<file path="config.mk">
export PLATFORM = sky130hd
export DESIGN_NAME = addsub_serial_unit_flat
export DESIGN_NICKNAME = d
export VERILOG_FILES = /design/src/rtl/addsub_serial_unit_pkg.sv /design/src/rtl/addsub_serial_unit_if.sv /design/src/rtl/addsub_serial_unit_chunk.sv /design/src/rtl/addsub_serial_unit.sv /design/src/flat_wrapper.sv
export SDC_FILE = /design/constraint.sdc
export NUM_CORES = 1
export LEC_CHECK = 0
export BUFFER_PORTS_ARGS = -buffer_cell sky130_fd_sc_hd__buf_2
export CORE_ASPECT_RATIO = 1.4
export CORE_MARGIN = 8
export CORE_UTILIZATION = 35
export CTS_BUF_LIST = sky130_fd_sc_hd__clkbuf_16
export CTS_CLUSTER_DIAMETER = 40
export DETAILED_ROUTE_END_ITERATION = 12
export PLACE_DENSITY = 0.64
export SYNTH_ARGS = -nofsm -noshare
export SYNTH_HDL_FRONTEND = slang
export SYNTH_SLANG_ARGS = --single-unit
</file>
<file path="constraint.sdc">
create_clock -name clk -period 3.2 [get_ports clk]
set_input_delay 0.96 -clock clk [delete_from_list [all_inputs] [get_ports clk]]
set_output_delay 0.96 -clock clk [all_outputs]
set_load 0.05 [all_outputs]
</file>
<file path="src/rtl/addsub_serial_unit_pkg.sv">
`default_nettype none
// ============================================================================
// addsub_pkg : shared types and elaboration helpers for addsub_serial_unit
// Rev 1.0
// ============================================================================
package addsub_pkg;

    typedef enum logic [1:0] {
        IDLE = 2'd0,
        RUN  = 2'd1,
        DONE = 2'd2
    } state_t;

    // Chunk index width: clog2(N), never narrower than one bit
    function automatic int idx_width(input int n);
        return (n <= 2) ? 1 : $clog2(n);
    endfunction

    function automatic bit params_legal(input int width, input int chunk);
        return (chunk >= 1) && (chunk <= width) && ((width % chunk) == 0);
    endfunction

endpackage
`default_nettype wire

</file>
<file path="src/rtl/addsub_serial_unit_if.sv">
`default_nettype none
// ============================================================================
// addsub_serial_unit_if : start/done request bus with operands and flags
// Rev 1.0
// ============================================================================
interface addsub_serial_unit_if #(
    parameter int WIDTH = 16
) ();
    logic             start;
    logic             sel;
    logic [WIDTH-1:0] a;
    logic [WIDTH-1:0] b;
    logic             busy;
    logic             done;
    logic [WIDTH-1:0] s;
    logic             cout;
    logic             ovf;
    logic             zero;
    logic             neg;

    modport master (
        output start, sel, a, b,
        input  busy, done, s, cout, ovf, zero, neg
    );

    modport slave (
        input  start, sel, a, b,
        output busy, done, s, cout, ovf, zero, neg
    );
endinterface
`default_nettype wire

</file>
<file path="src/rtl/addsub_serial_unit_chunk.sv">
`default_nettype none
// ============================================================================
// addsub_chunk : combinational CHUNK-bit add/subtract slice
// Rev 1.0
// ============================================================================
module addsub_chunk #(
    parameter int CHUNK = 4
) (
    input  wire logic [CHUNK-1:0] a_i,
    input  wire logic [CHUNK-1:0] b_i,
    input  wire logic             sel_i,
    input  wire logic             cin_i,
    output logic      [CHUNK-1:0] s_o,
    output logic                  cout_o,
    output logic                  c_msb_in_o
);
    logic [CHUNK-1:0] bx;
    logic [CHUNK:0]   sum;

    assign bx  = b_i ^ {CHUNK{sel_i}};
    assign sum = {1'b0, a_i} + {1'b0, bx} + {{CHUNK{1'b0}}, cin_i};

    assign s_o    = sum[CHUNK-1:0];
    assign cout_o = sum[CHUNK];
    // Carry into the MSB recovered from the MSB's own sum bit
    assign c_msb_in_o = sum[CHUNK-1] ^ a_i[CHUNK-1] ^ bx[CHUNK-1];
endmodule
`default_nettype wire

</file>
<file path="src/rtl/addsub_serial_unit.sv">
`default_nettype none
// ============================================================================
// addsub_serial_unit : digit-serial add/sub, CHUNK bits per clock, LSB first
// Rev 1.0
// ============================================================================
module addsub_serial_unit #(
    parameter int WIDTH = 16,
    parameter int CHUNK = 4
) (
    input  wire logic          clk,
    input  wire logic          rst_n,
    addsub_serial_unit_if.slave bus
);
    import addsub_pkg::*;

    localparam int N  = WIDTH / CHUNK;
    localparam int IW = idx_width(N);

    generate
        if (!params_legal(WIDTH, CHUNK)) begin : g_param_check
            $error("addsub_serial_unit: WIDTH must be a multiple of CHUNK");
        end
    endgenerate

    state_t           state_q;
    logic [WIDTH-1:0] a_q, b_q, acc_q;
    logic [WIDTH-1:0] a_d, b_d, acc_d;
    logic             sel_q, carry_q;
    logic [IW-1:0]    k_q;
    logic [WIDTH-1:0] s_q;
    logic             cout_q, ovf_q, zero_q, neg_q, busy_q, done_q;

    logic [CHUNK-1:0] sum_chunk;
    logic             carry_chunk, cmsb_chunk;
    logic             last_chunk;

    addsub_chunk #(.CHUNK(CHUNK)) u_chunk (
        .a_i        (a_q[CHUNK-1:0]),
        .b_i        (b_q[CHUNK-1:0]),
        .sel_i      (sel_q),
        .cin_i      (carry_q),
        .s_o        (sum_chunk),
        .cout_o     (carry_chunk),
        .c_msb_in_o (cmsb_chunk)
    );

    // Operands shift down one chunk per cycle; results enter the accumulator at the top
    generate
        if (N > 1) begin : g_multi
            assign a_d   = {{CHUNK{1'b0}}, a_q[WIDTH-1:CHUNK]};
            assign b_d   = {{CHUNK{1'b0}}, b_q[WIDTH-1:CHUNK]};
            assign acc_d = {sum_chunk, acc_q[WIDTH-1:CHUNK]};
        end else begin : g_single
            assign a_d   = a_q;
            assign b_d   = b_q;
            assign acc_d = sum_chunk;
        end
    endgenerate

    assign last_chunk = (k_q == IW'(N - 1));

    always_ff @(posedge clk or negedge rst_n) begin
        if (!rst_n) begin
            state_q <= IDLE;
            a_q     <= '0;
            b_q     <= '0;
            acc_q   <= '0;
            sel_q   <= 1'b0;
            carry_q <= 1'b0;
            k_q     <= '0;
            s_q     <= '0;
            cout_q  <= 1'b0;
            ovf_q   <= 1'b0;
            zero_q  <= 1'b0;
            neg_q   <= 1'b0;
            busy_q  <= 1'b0;
            done_q  <= 1'b0;
        end else begin
            done_q <= 1'b0;
            case (state_q)
                IDLE, DONE: begin
                    if (bus.start) begin
                        a_q     <= bus.a;
                        b_q     <= bus.b;
                        sel_q   <= bus.sel;
                        carry_q <= bus.sel;
                        k_q     <= '0;
                        busy_q  <= 1'b1;
                        state_q <= RUN;
                    end else begin
                        state_q <= IDLE;
                    end
                end
                RUN: begin
                    a_q     <= a_d;
                    b_q     <= b_d;
                    acc_q   <= acc_d;
                    carry_q <= carry_chunk;
                    k_q     <= k_q + 1'b1;
                    if (last_chunk) begin
                        state_q <= DONE;
                        busy_q  <= 1'b0;
                        done_q  <= 1'b1;
                        s_q     <= acc_d;
                        cout_q  <= carry_chunk;
                        ovf_q   <= cmsb_chunk ^ carry_chunk;
                        zero_q  <= (acc_d == '0);
                        neg_q   <= acc_d[WIDTH-1];
                    end
                end
                default: state_q <= IDLE;
            endcase
        end
    end

    assign bus.busy = busy_q;
    assign bus.done = done_q;
    assign bus.s    = s_q;
    assign bus.cout = cout_q;
    assign bus.ovf  = ovf_q;
    assign bus.zero = zero_q;
    assign bus.neg  = neg_q;
endmodule
`default_nettype wire

</file>
<file path="src/flat_wrapper.sv">
// flat-port wrapper written by rule: the top's interface ports become plain ports
module addsub_serial_unit_flat import addsub_pkg::*;
#(
    parameter int WIDTH = 16,
    parameter int CHUNK = 4
)
  (clk, rst_n, bus_start, bus_sel, bus_a, bus_b, bus_busy, bus_done, bus_s, bus_cout, bus_ovf, bus_zero, bus_neg);
  addsub_serial_unit_if #(.WIDTH(WIDTH)) bus_i ();
  input  wire logic clk;
  input  wire logic rst_n;
  input wire logic [$bits(bus_i.start)-1:0] bus_start;
  input wire logic [$bits(bus_i.sel)-1:0] bus_sel;
  input wire logic [$bits(bus_i.a)-1:0] bus_a;
  input wire logic [$bits(bus_i.b)-1:0] bus_b;
  output wire logic [$bits(bus_i.busy)-1:0] bus_busy;
  output wire logic [$bits(bus_i.done)-1:0] bus_done;
  output wire logic [$bits(bus_i.s)-1:0] bus_s;
  output wire logic [$bits(bus_i.cout)-1:0] bus_cout;
  output wire logic [$bits(bus_i.ovf)-1:0] bus_ovf;
  output wire logic [$bits(bus_i.zero)-1:0] bus_zero;
  output wire logic [$bits(bus_i.neg)-1:0] bus_neg;
  assign bus_i.start = bus_start;
  assign bus_i.sel = bus_sel;
  assign bus_i.a = bus_a;
  assign bus_i.b = bus_b;
  assign bus_busy = bus_i.busy;
  assign bus_done = bus_i.done;
  assign bus_s = bus_i.s;
  assign bus_cout = bus_i.cout;
  assign bus_ovf = bus_i.ovf;
  assign bus_zero = bus_i.zero;
  assign bus_neg = bus_i.neg;
  addsub_serial_unit #(.WIDTH(WIDTH), .CHUNK(CHUNK)) u_core (.clk(clk), .rst_n(rst_n), .bus(bus_i));
endmodule
</file>
==> results.txt <==
The vertical die dimension is 126.4 um. The overall die area came out at between 10,000 and 15,000 um2. The count of flip-flops with a built-in enable after synthesis is 0. During placement, the flow inserted port buffers numbering 57. Across every metal layer, demand over resource in global routing totals between 10% and 20%. After synthesis, the mean cell area works out to roughly 10 um2. The area of the placeable core is 8508 um2. The vias after detailed routing is around 2,200. The total of endpoints with negative setup slack in the final report came out at 0. The first-pass GRT wire length came out at roughly 11,000 um. The worst clock skew is roughly 0.0065 ns. The flow ran to the end, and the final reports show no timing, DRC or antenna violations.

The number of global-route vias before repair is between 2,000 and 2,500. The hold violation count in the final report came to 0. The TritonCTS sink count came out at between 70 and 80. The placed instances occupy a cell area of 3437 um2. The total nets after synthesis is approximately 340.

In this run the deepest clock path goes through 2 buffers. By startpoint and endpoint, the worst setup path is classified as flop to flop. The highest achievable clock rate came out at around 430 MHz.

The mapped cell area came out at 3047 um2. The CTS clock-pin slew for the worst setup and hold paths came out at ~0.050 ns. For this configuration, the core starts out at a cell density of 35.81%. The critical path arrival is roughly 2.6 ns. The number of warning messages in the yosys log is 0. The number of buffers inserted for hold repair after clock tree synthesis came out at 0. The estimated wirelength of the detail-placed design is between 4000 and 5000 um. Post-CTS repair changed the size of 0 cells. The tree is rooted in a sky130_fd_sc_hd__clkbuf_16.

The register-to-register path setup slack came out at a little under 0.9 ns. The leakage power figure is 0.001852 uW. Counting the fill cells in the layout gives 847.

The worst flop-to-flop path startpoint is u_core.sel_q. The proportion of total power due to net switching came out at between 40% and 50%. The relative contribution of combinational cells to total power is 48.2%. The diode insertion count for antenna repair came out at 0. The worst register-to-register path ends at u_core.bus.ovf. In the final routed layout, each cell accounts on average for roughly 15 um.

The number of ports placed on the die boundary is 58. The worst reg-to-reg path cell count came out at 8. The number of setup buffers added after CTS is 0. The share of total power in the clock network came out at 19.3%. TritonCTS built the clock tree. In this run the worst path has a maximum fanout of 5. The floorplan step set the die width to between 90 and 100 um. The routed wire length came out at slightly below 7000 um. Summing all non-filler instances in the final layout gives an area of between 3000 and 4000 um2. Relative to the synthesized area, the layout overhead comes to 22.30%. The post-detailed-route DRC marker count came out at 0. The startpoint type of the worst setup path is a flop.

In the finished design, the share of the clock period the worst path needs comes to between 70 and 80%. Counting flops with an async set or reset pin after synthesis yields a share of 100.0%. The number of instances on the worst hold path is 2. Per report_power, the sequential group accounts for 32.5% of the total. The relative slew slack is about a quarter. The final critical path time including I/O delays and setup is approximately 2.3 ns. STA classifies the critical path endpoint as a flop. The power per cell area came out at between 1000 and 1500 nW/um2. The beginning of the worst hold path is u_core.bus.ovf. The number of nets in the finished design is 397. Summing the sequential cell areas from Yosys gives around three fifths of the chip area. The total number of placement rows came out at 40. The reported net switching power came out at 2096 uW.

Of the cells placed in the final design, the portion with a size suffix greater than 1 is between 20% and 30%. The placer's final routability congestion estimate came out at between 0.7 and 0.8. The detail route stage leaves a number of antenna-violating nets equal to 0. The number of DRC markers in iteration 0 came out at 96.

The count of maximum capacitance violations is 0. The first detailed-routing pass took 5 iterations. The worst vdd rail ir drop came out at 0.5321 mV. The number of max-slew violations in the final report came to 0. The worst-skew pair later-pin latency is between 0.3 and 0.4 ns.

The sum of overflow across all layers after global routing came out at 0. After detailed routing, the number of vias per cell comes to 4.789. The internal power of the cells totals 2848 uW. The flip-flop and latch count after synthesis is 71. The path class of the tightest hold or removal check is flop to flop.

The setup total negative slack came out at 0 ns. The total CTS buffers is 9. Registers take between 1500 and 2000 um2. The count of distinct cell types in the synthesized netlist is 30. The path with the worst hold slack has its endpoint at u_core.bus.ovf. The area of combinational cells with multiple inputs came out at about 1200 um2.

The number of antenna violations at the first check in global routing was 0. The required time of the worst setup path came out at about 3.5 ns. Setup repair after global routing left no endpoint under its margin. The largest net degree at the start of global routing came out at 64. The number of H-tree levels came out at 3. The pin slew with the least headroom to its limit is around 1.1 ns. Synthesis handed over a netlist of 301 instances. The predominant post-synthesis flop cell is sky130_fd_sc_hd__dfrtp_1.
## how the worst max path moves through the flow
stage | startpoint | end | slack (ns) | cells past startpoint
2_1_floorplan | u_core.sel_q | u_core.bus.ovf | 0.98 | 9
3_3_place_gp | u_core.sel_q | u_core.bus.ovf | 0.95 | 8
3_5_place_dp | u_core.sel_q | u_core.bus.ovf | 0.89 | 8
4_1_cts | u_core.sel_q | u_core.bus.ovf | 0.87 | 8
5_1_grt | u_core.sel_q | u_core.bus.ovf | 0.76 | 8
6_report | u_core.sel_q | u_core.bus.ovf | 0.87 | 8
## metrics by stage
stage,std cells,power [uW],util (%),hold slack (ns),worst slack (ns)
after floorplan,301,3475,-,0.4497,0.9812
after global placement,449,3952,40.40,0.4647,0.9486
after detailed placement,449,4033,40.40,0.4721,0.8889
after CTS,465,5014,43.79,0.4844,0.8713
after global routing,465,5324,43.79,0.5111,0.7634
final,465,4944,43.79,0.4789,0.8742
## critical path, cell delays in order, from the launching register on
cell and delay, ns:
sky130_fd_sc_hd__dfrtp_1 0.45, sky130_fd_sc_hd__xnor2_1 0.17, sky130_fd_sc_hd__fa_1 0.45, sky130_fd_sc_hd__fa_1 0.43, sky130_fd_sc_hd__inv_1 0.08, sky130_fd_sc_hd__a21o_2 0.12, sky130_fd_sc_hd__a21oi_1 0.10, sky130_fd_sc_hd__xnor3_1 0.35
sky130_fd_sc_hd__o21ai_1 0.11
## final cells by class
type / count / area share (%)
timing repair buffer: 64 / 9.066
clock inverter: 7 / 1.713
multi-input combinational: 202 / 31.26
tap: 105 / 3.526
inverter: 7 / 0.7052
clock buffer: 9 / 6.044
sequential: 71 / 47.68
## per-layer routing
| metal | vias to the layer above | track usage, % | routed length, um |
|---|---|---|---|
| met5 | - | 0 | 0 |
| li1 | 1112 | - | - |
| met3 | 11 | 3.483 | 438 |
| met4 | 0 | 7.657 | 164 |
| met2 | 63 | 19.09 | 3233 |
| met1 | 1041 | 14.07 | 2923 |
## power groups by stage
stage	combinational, uW	clock, uW	sequential [uW]
floorplan	1520	0	1960
global placement	2350	0	1600
detailed placement	2410	0	1620
CTS	2420	984	1610
global route	2640	1020	1660
finish	2380	955	1610
## registers in the layout, indices dropped and copies added (netlist names), 2 cells and up
name and count:
u_core.k_q 2, u_core.bus.s 16, u_core.a_q 16, u_core.state_q 2, u_core.acc_q 12, u_core.b_q 16
## cell usage in the layout, fill, tap and decap left out, types with 2 or more instances in the layout
cell type,count
sky130_fd_sc_hd__a31oi_1,22
sky130_fd_sc_hd__o21ai_1,4
sky130_fd_sc_hd__o21ai_0,10
sky130_fd_sc_hd__clkbuf_16,9
sky130_fd_sc_hd__nand2_1,88
sky130_fd_sc_hd__xor2_1,5
sky130_fd_sc_hd__dfrtp_1,71
sky130_fd_sc_hd__a21oi_1,3
sky130_fd_sc_hd__buf_2,57
sky130_fd_sc_hd__inv_1,7
sky130_fd_sc_hd__fa_1,2
sky130_fd_sc_hd__clkinv_1,2
sky130_fd_sc_hd__mux2_2,12
sky130_fd_sc_hd__nor4_1,2
sky130_fd_sc_hd__buf_4,7
sky130_fd_sc_hd__clkinv_2,2
sky130_fd_sc_hd__a22o_1,10
sky130_fd_sc_hd__nor2_1,25
sky130_fd_sc_hd__ha_1,4
## synthesized netlist by cell type (2+ instances only)
library cell	n	area share [%]
sky130_fd_sc_hd__a21oi_1	3	0.49
sky130_fd_sc_hd__a22o_1	10	2.9
sky130_fd_sc_hd__a31oi_1	22	4.5
sky130_fd_sc_hd__clkbuf_1	19	2.3
sky130_fd_sc_hd__dfrtp_1	71	58
sky130_fd_sc_hd__fa_1	2	1.3
sky130_fd_sc_hd__ha_1	4	1.6
sky130_fd_sc_hd__inv_1	7	0.86
sky130_fd_sc_hd__mux2_2	12	4.4
sky130_fd_sc_hd__nand2_1	88	11
sky130_fd_sc_hd__nand2b_1	2	0.41
sky130_fd_sc_hd__nor2_1	25	3.1
sky130_fd_sc_hd__nor2b_1	2	0.41
sky130_fd_sc_hd__nor4_1	2	0.41
sky130_fd_sc_hd__o21ai_0	10	1.6
sky130_fd_sc_hd__o21ai_1	4	0.66
sky130_fd_sc_hd__xor2_1	5	1.4
## kinds of logic (layout without fill, tap and decap cells)
group                    count (synthesis)  in the layout  synth area share, %
XOR/XNOR                                 8              8                2.998
adder cells (fa/ha/maj)                  6              6                2.957
multiplexers                            12             12                4.435
AND/OR/NAND/NOR                        124            124                16.47
flip-flops                              71             71                58.32
AO/OA/AOI/OAI                           52             52                11.21
buffers and inverters                   28             87                3.614
No activity file was read; power rests on OpenSTA's default activity.
